## src/rtl/addsub_accum_if.sv

```systemverilog
// Handshake and result bundle for addsub_accum: request channel, result channel and status.
interface addsub_accum_if #(
    parameter int WIDTH = 8,
    parameter int CNT_W = 8
);
    logic             in_valid;
    logic             in_ready;
    logic [1:0]       op;
    logic [WIDTH-1:0] operand;
    logic             out_valid;
    logic             out_ready;
    logic [WIDTH-1:0] acc;
    logic             carry_borrow;
    logic             insufficient;
    logic             zero;
    logic [CNT_W-1:0] op_count;

    modport master (
        output in_valid, op, operand, out_ready,
        input  in_ready, out_valid, acc, carry_borrow, insufficient, zero, op_count
    );

    modport slave (
        input  in_valid, op, operand, out_ready,
        output in_ready, out_valid, acc, carry_borrow, insufficient, zero, op_count
    );
endinterface

```

## src/rtl/addsub_accum.sv

```systemverilog
// Credit accumulator: registered add/sub/load/clear with a single result slot and valid/ready output.
// Optional build macro ADDSUB_ACCUM_SAT_EN makes overflowing ADDs saturate instead of wrap.
module addsub_accum #(
    parameter int WIDTH = 8,
    parameter int CNT_W = 8
) (
    input  logic          clk,
    input  logic          rst_n,
    addsub_accum_if.slave bus
);
    localparam logic [1:0] OP_ADD   = 2'b00;
    localparam logic [1:0] OP_SUB   = 2'b01;
    localparam logic [1:0] OP_LOAD  = 2'b10;
    localparam logic [1:0] OP_CLEAR = 2'b11;

    logic [WIDTH-1:0] acc_q, acc_d;
    logic             cb_q, cb_d;
    logic             ins_q, ins_d;
    logic             out_valid_q, out_valid_d;
    logic [CNT_W-1:0] cnt_q, cnt_d;
    logic [WIDTH:0]   sum;
    logic             accept;

    assign bus.in_ready = !out_valid_q || bus.out_ready;
    assign accept       = bus.in_valid && bus.in_ready;
    assign sum          = {1'b0, acc_q} + {1'b0, bus.operand};

    always_comb begin
        acc_d       = acc_q;
        cb_d        = cb_q;
        ins_d       = ins_q;
        cnt_d       = cnt_q;
        out_valid_d = bus.out_ready ? 1'b0 : out_valid_q;
        if (accept) begin
            out_valid_d = 1'b1;
            cb_d        = 1'b0;
            ins_d       = 1'b0;
            cnt_d       = cnt_q + 1'b1;
            case (bus.op)
                OP_ADD: begin
                    cb_d = sum[WIDTH];
`ifdef ADDSUB_ACCUM_SAT_EN
                    acc_d = sum[WIDTH] ? {WIDTH{1'b1}} : sum[WIDTH-1:0];
`else
                    acc_d = sum[WIDTH-1:0];
`endif
                end
                OP_SUB: begin
                    // A refused SUB still produces a result, but never commits.
                    if (bus.operand > acc_q) begin
                        cb_d  = 1'b1;
                        ins_d = 1'b1;
                        cnt_d = cnt_q;
                    end else begin
                        acc_d = acc_q - bus.operand;
                    end
                end
                OP_LOAD:  acc_d = bus.operand;
                OP_CLEAR: acc_d = '0;
                default:  acc_d = acc_q;
            endcase
        end
    end

    always_ff @(posedge clk) begin
        if (!rst_n) begin
            acc_q       <= '0;
            cb_q        <= 1'b0;
            ins_q       <= 1'b0;
            out_valid_q <= 1'b0;
            cnt_q       <= '0;
        end else begin
            acc_q       <= acc_d;
            cb_q        <= cb_d;
            ins_q       <= ins_d;
            out_valid_q <= out_valid_d;
            cnt_q       <= cnt_d;
        end
    end

    assign bus.acc          = acc_q;
    assign bus.carry_borrow = cb_q;
    assign bus.insufficient = ins_q;
    assign bus.out_valid    = out_valid_q;
    assign bus.op_count     = cnt_q;
    assign bus.zero         = (acc_q == '0);
endmodule

```

## src/flat_wrapper.sv

```systemverilog
// flat-port wrapper written by rule: the top's interface ports become plain ports
module addsub_accum_flat 
#(
    parameter int WIDTH = 8,
    parameter int CNT_W = 8
)
  (clk, rst_n, bus_in_valid, bus_op, bus_operand, bus_out_ready, bus_in_ready, bus_out_valid, bus_acc, bus_carry_borrow, bus_insufficient, bus_zero, bus_op_count);
  addsub_accum_if #(.WIDTH(WIDTH), .CNT_W(CNT_W)) bus_i ();
  input  logic clk;
  input  logic rst_n;
  input wire logic [$bits(bus_i.in_valid)-1:0] bus_in_valid;
  input wire logic [$bits(bus_i.op)-1:0] bus_op;
  input wire logic [$bits(bus_i.operand)-1:0] bus_operand;
  input wire logic [$bits(bus_i.out_ready)-1:0] bus_out_ready;
  output wire logic [$bits(bus_i.in_ready)-1:0] bus_in_ready;
  output wire logic [$bits(bus_i.out_valid)-1:0] bus_out_valid;
  output wire logic [$bits(bus_i.acc)-1:0] bus_acc;
  output wire logic [$bits(bus_i.carry_borrow)-1:0] bus_carry_borrow;
  output wire logic [$bits(bus_i.insufficient)-1:0] bus_insufficient;
  output wire logic [$bits(bus_i.zero)-1:0] bus_zero;
  output wire logic [$bits(bus_i.op_count)-1:0] bus_op_count;
  assign bus_i.in_valid = bus_in_valid;
  assign bus_i.op = bus_op;
  assign bus_i.operand = bus_operand;
  assign bus_i.out_ready = bus_out_ready;
  assign bus_in_ready = bus_i.in_ready;
  assign bus_out_valid = bus_i.out_valid;
  assign bus_acc = bus_i.acc;
  assign bus_carry_borrow = bus_i.carry_borrow;
  assign bus_insufficient = bus_i.insufficient;
  assign bus_zero = bus_i.zero;
  assign bus_op_count = bus_i.op_count;
  addsub_accum #(.WIDTH(WIDTH), .CNT_W(CNT_W)) u_core (.clk(clk), .rst_n(rst_n), .bus(bus_i));
endmodule
```

## config.mk

```make
export PLATFORM = sky130hd
export DESIGN_NAME = addsub_accum_flat
export DESIGN_NICKNAME = d
export VERILOG_FILES = /design/src/rtl/addsub_accum_if.sv /design/src/rtl/addsub_accum.sv /design/src/flat_wrapper.sv
export SDC_FILE = /design/constraint.sdc
export NUM_CORES = 1
export LEC_CHECK = 0
export BUFFER_PORTS_ARGS = -buffer_cell sky130_fd_sc_hd__buf_4
export CORE_MARGIN = 10
export CORE_UTILIZATION = 30
export DETAILED_ROUTE_END_ITERATION = 10
export MAX_ROUTING_LAYER = met4
export SLEW_MARGIN = 25
export SYNTH_ARGS = -nofsm -noshare
export SYNTH_HDL_FRONTEND = slang
export SYNTH_SLANG_ARGS = --single-unit
```

## constraint.sdc

```tcl
create_clock -name clk -period 2.9 [get_ports clk]
set_input_delay 0.145 -clock clk [delete_from_list [all_inputs] [get_ports clk]]
set_output_delay 0.145 -clock clk [all_outputs]
set_load 0.05 [all_outputs]
```

Yosys cells after proc, flatten, opt, wreduce, memory -nomap -nowiden
Index checks and enable logic that the tools add are counted.
{"block": "classes", "n_addsub": 3, "magnitude_cmp": 1, "eq_ne": 4, "muxes": 9, "n_reduce_logical": 7}
{"cell": "$pmux 8 s4", "n": 1}
{"cell": "$mux 8", "n": 3}
{"cell": "$add 8x8->9", "n": 1}
{"cell": "$add 8x1->8 const B", "n": 1}
{"cell": "$gt 8x8->1", "n": 1}
{"cell": "$logic_not 8->1", "n": 1}
{"cell": "$sub 8x8->8", "n": 1}
{"cell": "$eq 2x2->1 const B", "n": 2}
{"cell": "$mux 1", "n": 4}
{"cell": "$eq 2x1->1 const B", "n": 1}
{"cell": "$logic_not 2->1", "n": 1}
{"cell": "$ne 2x2->1 const B", "n": 1}
{"cell": "$pmux 1 s2", "n": 1}
{"cell": "$reduce_and 2->1", "n": 1}
{"cell": "$reduce_bool 2->1", "n": 1}
{"cell": "$logic_and 1x1->1", "n": 1}
{"cell": "$logic_not 1->1", "n": 1}
{"cell": "$logic_or 1x1->1", "n": 1}
{"block": "word_totals", "register_bits": 19, "in_bits": 14, "out_inout_bits": 21, "word_cells": 29}

Longest topological paths before layout
Gate-level depths: netlist of the first run.
{"block": "logic_depth", "ltp_word": 4, "mapped_depth": 10, "ltp_nobuf": 9}

Worst setup path after synthesis of the first run
No wires, ideal clock.
{"block": "synth_timing", "path_type": "reg-to-reg", "from": "register u_core.acc_q[0] (netlist: u_core.bus.acc[0])", "to": "register u_core.cnt_q[7] (netlist: u_core.bus.op_count[7])", "setup_ns": 0.070, "arrival_time_ns": 2.571, "required_time_ns": 2.830, "setup_slack_ns": 0.259, "path_stages_with_launch": 10, "n_path_buf": 0, "period_less_slack_ns": 2.641, "path_cell_list": "dfxtp_1 > inv_1 > ha_1 > fa_1 > and2b_1 > o21bai_4 > a21oi_4 > o21ai_2 > or4_1 > a21boi_1"}
{"block": "synth_via", "elab_chain_cells": 3}
{"item": "start: declaration", "line_no": "addsub_accum.sv:16", "source": "logic [WIDTH-1:0] acc_q, acc_d;"}
{"item": "start signal: assignment", "line_no": "addsub_accum.sv:67", "source": "acc_q <= '0;"}
{"item": "start signal: assignment", "line_no": "addsub_accum.sv:73", "source": "acc_q <= acc_d;"}
{"item": "$gt 8x8->1", "line_no": "addsub_accum.sv:50", "source": "if (bus.operand > acc_q) begin"}
{"item": "$ne 2x2->1 (no line)"}
{"item": "$reduce_and 2->1 (no line)"}
{"item": "end signal: assignment", "line_no": "addsub_accum.sv:77", "source": "cnt_q <= cnt_d;"}
{"item": "end: declaration", "line_no": "addsub_accum.sv:20", "source": "logic [CNT_W-1:0] cnt_q, cnt_d;"}
Every way passes these cells.
A chain may end at the register's enable or synchronous reset.

Worst setup path after layout of the first run
Same ends and word-level chain as after synthesis.

==> results of run 1 <==
how the worst max path moves through the flow:
stage	endpoint	depth (start not counted)	startpoint	slack [ns]
3_3_place_gp	u_core.bus.op_count[7]	9	u_core.bus.acc[0]	0.45
2_1_floorplan	u_core.bus.op_count[7]	9	u_core.bus.acc[0]	0.26
6_report	u_core.bus.op_count[7]	9	u_core.bus.acc[0]	0.31
3_5_place_dp	u_core.bus.op_count[7]	9	u_core.bus.acc[0]	0.33
5_1_grt	u_core.bus.acc[1]	9	u_core.bus.acc[0]	0.15
4_1_cts	u_core.bus.op_count[7]	9	u_core.bus.acc[0]	0.31
power by group through the flow:
stage / clock network, mW / logic (mW) / registers, mW
finish: 0.191 / 0.373 / 0.299
global route: 0.206 / 0.412 / 0.302
CTS: 0.195 / 0.376 / 0.299
detailed placement: 0 / 0.373 / 0.305
global placement: 0 / 0.372 / 0.305
floorplan: 0 / 0.221 / 0.356
through the flow:
stage / std cells / utilization (%) / setup WS [ns] / hold slack (ns) / total power, mW
final: 314 / 37.01 / 0.3141 / 0.1475 / 0.8632
after detailed placement: 310 / 36.19 / 0.3251 / 0.4294 / 0.6789
after floorplan: 214 / - / 0.2594 / 0.2793 / 0.5771
after global routing: 314 / 37.01 / 0.1478 / 0.1661 / 0.9200
after global placement: 310 / 36.19 / 0.4452 / 0.4260 / 0.6770
after CTS: 314 / 37.01 / 0.3067 / 0.1490 / 0.8699
routing by layer:
metal  wire length (um)  track usage (%)  part of all wire, %
met1               2380            14.06                   51
met2               2076            17.56                   45
met5                  0                -                    0
met3                157            2.220                  3.4
met4                 26            1.870                 0.56
sequential cells by signal, summed over array words and instances, names as in the netlist:
signal                   cells
u_core.bus.acc               8
u_core.bus.op_count          8
u_core.bus.carry_borrow      1
u_core.bus.insufficient      1
u_core.bus.out_valid         1
layout make-up:
type                            count  area (um2)
Timing Repair Buffer               35       262.8
Multi-Input combinational cell    167        1184
Tap cell                           72       90.09
Clock buffer                        4       45.04
Fill cell                         602        3447
Sequential cell                    19       380.4
Inverter                           17       63.81
cells in the final DEF, fill, tap and decap left out, drive strengths merged, types with 4 or more instances in the layout:
master  count
a21boi      4
a21oi      17
buf        35
clkbuf      4
dfxtp      19
ha         17
inv        17
nand2      20
nand2b      8
nand3       7
nor2       13
nor2b       5
nor3        4
o211ai      4
o21a        5
o21ai      14
xnor2       4
cell families (layout without fill, tap and decap cells):
group	count (synthesis)	count (layout)	share of synthesized area (%)
DFF	19	19	22.62
adders and majority gates	19	19	15.03
xor gates and xnor gates	6	6	3.125
muxes	2	2	1.191
AOI/OAI and AO/OA	66	66	27.75
and+or+nand+nor	74	74	23.29
buffers and inverters	28	56	6.994
tightest hold or removal path: cells and delay by family:
family / cells / cell delay (ns)
buffers and inverters: 2 / 0.15
AOI/OAI and AO/OA: 1 / 0.06
==> summary.txt, run 1 <==
Pwr
  • Flop pwr share: 34.7%
  • Switch share: 40.31%
  • PwrDens: 426.1 nW/um2
  • Combinational cell fraction of total power: 43.2%
  • Peak VDD IR: approximately 220 uV
  • Leakage: a little under 0.9 nW
  • Clock network fraction of total power: roughly 22%
  • Sw power: 347.9 uW
  • Int Pwr: 515.3 uW

STA
  • TNS Setup: 0 ns
  • FMAX: 386.7 MHz
  • Final Hold Vio Count: 0
  • Fin crit period: 2.586 ns
  • Max_slew headroom: between 50% and 60%
  • # setup viols final: 0
  • Pin slew with the least headroom to its limit: around 0.63 ns
  • Final worst path period share: 89.17%
  • Unrepaired setup endpoints after global routing: false
  • Final Max Tran Viols: 0
  • Clk_skew: 0.008025 ns

Drt
  • WL/cell: 14.78 um
  • Vias after detailed routing: 1599
  • Vias/cell: 5.092
  • Antenna Nets Post-Route: 0
  • Drt total wl: 4641 um
  • Pre-antenna DRT Iters: 4
  • # DRC: 0
  • DRT iter0 DRCs: 145

Floorplanning
  • Die Height: roughly 95 um
  • IO Count: 35
  • Die width: 94.87 um
  • Die outline area: roughly 9000 um2
  • Cell Rows: 27
  • Starting density of the core: 30.73%
  • Core Box Area: 5473 um2

Synthesis
  • Top cell type's share of synthesized area: 22.62%
  • Ys Warns: 0
  • Synth Cell Area: 1682 um2
  • Largest area contributor in the netlist: dfxtp_1
  • Seq/Total Area, Yosys: 22.62%
  • Syn_area_per_cell: around 7.9 um2
  • Number of synthesized flops with an enable pin: 0
  • Synth Flop Type: dfxtp_1
  • Post-synthesis register bit count: 19
  • Asr flop ratio synth: 0%
  • Synth area leaders: dfxtp_1 23%, ha_1 13%, a21oi_1 4.8%
  • Cells after Synth: 214
  • Netlist cell types: 48
  • Most frequent cells after synthesis: 19 x dfxtp_1, 19 x nand2_1, 17 x ha_1, 17 x inv_1, 16 x a21oi_1
  • Synthesized Nets: 247

Setup path
  • Slowest-stage cell, CP: or4_1
  • Critical Path, Cell by Cell: inv_1, ha_1, fa_1, and2b_1, o21bai_4, a21oi_4, o21ai_2, or4_1, a21boi_1
  • Crit path max-delay family: simple AND/OR/NAND/NOR gates
  • R2R setup slack: ~0.31 ns
  • CP required: 3.09 ns
  • FF-to-FF Start: u_core.bus.acc[0]
  • FF-to-FF path depth: 9
  • Terminus of the critical flop-to-flop path: u_core.bus.op_count[7]
  • CP Max Fanout: 14
  • CP Data Arrival Time: between 2 and 3 ns
  • WP buf/inv: 1
  • Setup crit end kind: register
  • Crit Path Class: register to register
  • Max incr delay on CP: 0.56 ns
  • CP Launch Type: register

Job
  • Max-Cap Viols: 0

Place
  • Port Buf Inserts: 34
  • RD Place Congestion: roughly 0.89
  • Placed instance area: 1981 um2
  • Post-detail-place hpwl: between 3000 and 4000 um

Hold path
  • Worst Hold Class: input port to register
  • Worst hold start: bus_in_valid
  • Hold endpoint: u_core.bus.out_valid
  • Worst Hold Depth: 3

CTS
  • Clk slew on worst S/H paths: 0.08 ns
  • PostCTS Resize Cnt: 0
  • Hold Buf Count CTS: 0
  • Setup Buffers After CTS: 0
  • Max H-tree Level: 1
  • CTS root buffer: clkbuf_8
  • Num CTS Buffers: 3
  • Worst-Skew Late Latency: roughly 0.26 ns
  • CTS max path bufs: 2
  • Clock sink count: 19
  • CTS tree: yes

Global route
  • Number of global-route vias before repair: 1686
  • Largest net degree at the start of global routing: 23
  • GRT Util Overall: roughly 11%
  • Antenna violations before repair: 0
  • First-pass GRT wire length: 7969 um
  • Grt ovf: 0

Finish
  • Final net count: ~280
  • Post-route cell area: 2026 um2
  • N_diodes: 0
  • Layout area overhead: 20.46%
  • Layout cells sized above 1: 17.36%

Outcome
  • Status: finished clean
Power figures use the tool's default switching activity.
==> run 2: changes to the inputs <==
- PLACE_DENSITY: not set -> 0.59
- REMOVE_ABC_BUFFERS: not set -> 1
==> run 2 against run 1 <==
Critical path type unchanged. Largest power group unchanged. Utilization unchanged. Hold slack better by 0.0013 ns. Die area unchanged. Clock power decreased by 2%. Cell area unchanged.
==> summary.txt, run 2 (synthesis results as in run 1) <==
Global route
  • Largest net degree at the start of global routing: 23 (unchanged)
  • Grt ovf: 0 (unchanged)
  • GRT Util Overall: 10.58% (was 10.97%)
  • Number of global-route vias before repair: 1576 (was 1686)
  • First-pass GRT wire length: 7583 um (was 7969 um)
  • Antenna violations before repair: 0 (unchanged)

Floorplanning
  • Starting density of the core: 30.73% (unchanged)
  • Die Height: 94.87 um (unchanged)
  • Core Box Area: 5473 um2 (unchanged)
  • Die width: 94.87 um (unchanged)
  • Cell Rows: 27 (unchanged)
  • IO Count: 35 (unchanged)
  • Die outline area: 9000 um2 (unchanged)

CTS
  • Num CTS Buffers: 3 (unchanged)
  • CTS max path bufs: 2 (unchanged)
  • Worst-Skew Late Latency: 0.25 ns (was 0.26 ns)
  • Setup Buffers After CTS: 0 (unchanged)
  • CTS root buffer: clkbuf_8 (unchanged)
  • Max H-tree Level: 1 (unchanged)
  • Hold Buf Count CTS: 0 (unchanged)
  • CTS tree: yes (unchanged)
  • Clock sink count: 19 (unchanged)
  • PostCTS Resize Cnt: 0 (unchanged)
  • Clk slew on worst S/H paths: 0.07 ns (was 0.08 ns)

Setup path
  • Slowest-stage cell, CP: or4_1 (unchanged)
  • Crit Path Class: register to register (unchanged)
  • CP Launch Type: register (unchanged)
  • Setup crit end kind: register (unchanged)
  • CP Data Arrival Time: 2.73 ns (was 2.78 ns)
  • CP required: 3.09 ns (about the same)
  • CP Max Fanout: 14 (unchanged)
  • Critical Path, Cell by Cell: inv_1, ha_1, fa_1, and2b_1, o21bai_4, a21oi_4, o21ai_2, or4_1, a21boi_1 (unchanged)
  • Max incr delay on CP: 0.54 ns (was 0.56 ns)

Job
  • Max-Cap Viols: 0 (unchanged)

STA
  • FMAX: 393.0 MHz (was 386.7 MHz)
  • Final Hold Vio Count: 0 (unchanged)
  • Fin crit period: 2.545 ns (was 2.586 ns)
  • Max_slew headroom: 55.26% (was 57.86%)
  • Unrepaired setup endpoints after global routing: false (unchanged)
  • Final Max Tran Viols: 0 (unchanged)
  • Pin slew with the least headroom to its limit: 0.6697 ns (was 0.6309 ns)
  • TNS Setup: 0 ns (unchanged)
  • WHS: 0.1488 ns (was 0.1475 ns)
  • Clk_skew: 0.002739 ns (was 0.008025 ns)
  • Final worst path period share: 87.75% (was 89.17%)
  • # setup viols final: 0 (unchanged)

Drt
  • WL/cell: 14.51 um (was 14.78 um)
  • Vias/cell: 5.143 (was 5.092)
  • Drt total wl: 4555 um (was 4641 um)
  • Pre-antenna DRT Iters: 4 (unchanged)
  • Vias after detailed routing: 1615 (was 1599)
  • # DRC: 0 (unchanged)
  • DRT iter0 DRCs: 125 (was 145)
  • Antenna Nets Post-Route: 0 (unchanged)

Pwr
  • Leakage: 0.8779 nW (unchanged)
  • PwrDens: 423.8 nW/um2 (was 426.1 nW/um2)
  • Peak VDD IR: 186.4 uV (was 217.5 uV)

Finish
  • Fillers: 611 (was 602)
  • Final net count: 276 (unchanged)
  • Area of the multi-input gates: 1184 um2 (unchanged)
  • Layout cells sized above 1: 17.36% (unchanged)
  • Most common cell after layout, fill and taps aside: buf_4 (unchanged)
  • Most frequent cells in the layout: 35 x buf_4, 19 x nand2_1, 19 x dfxtp_1 (unchanged)
  • N_diodes: 0 (unchanged)
  • Register area: 380.4 um2 (unchanged)
  • Layout area overhead: 20.46% (unchanged)

Hold path
  • Worst Hold Class: input port to register (unchanged)

Place
  • RD Place Congestion: 0.8270 (was 0.8867)
  • Port Buf Inserts: 34 (unchanged)
  • Post-detail-place hpwl: 3605 um (was 3678 um)

Outcome
  • Status: finished clean (unchanged)
run 2: layout make-up:
type                       instances  share of cell area, %
multi-input combinational        167                  58.43
sequential                        19                  18.78
timing repair buffer              35                  12.97
tap                               72                  4.447
inverter                          17                  3.150
clock buffer                       4                  2.224
run 2: power by group:
group	switching [mW]	total [mW]	internal, mW
Clock	0.0893	0.187	0.0976
Combinational	0.232	0.372	0.140
Sequential	0.0215	0.299	0.278
Total	0.343	0.858	0.515
run 2: worst max-delay path: cells and delay by family (launching register included):
family,cells,cell delay [ns]
AND/OR/NAND/NOR,2,0.81
flip-flops,1,0.38
adder cells (fa/ha/maj),2,0.61
AO/OA/AOI/OAI,4,0.60
buffers and inverters,1,0.07
run 2: routing by layer:
metal  vias up  part of all wire, %  track usage, %
met4         0                  1.4           1.995
met2        45                   43           15.45
met3         6                  5.0           2.696
li1        821                    -               -
met5         -                    0               -
met1       743                   51           14.38
run 2: stage by stage:
stage	utilization (%)	instance area, um2	total power, mW	std cells	setup WS (ns)
2_1_floorplan	-	1628	0.5642	203	0.1764
3_3_place_gp	36.19	1981	0.6776	310	0.4240
3_5_place_dp	36.19	1981	0.6765	310	0.3638
4_1_cts	37.01	2026	0.8658	314	0.3399
5_1_grt	37.01	2026	0.9202	314	0.1161
6_report	37.01	2026	0.8584	314	0.3554
run 2: path summary, 6_finish.rpt:
check | startpoint | endpoint | slack [ns] | depth (start not counted)
max reg2reg | u_core.bus.acc[0] | u_core.bus.op_count[7] | 0.36 | 9
min | bus_in_valid | u_core.bus.out_valid | 0.15 | 3
max | u_core.bus.acc[0] | u_core.bus.op_count[7] | 0.36 | 9
min reg2reg | u_core.bus.op_count[7] | u_core.bus.op_count[7] | 0.50 | 2
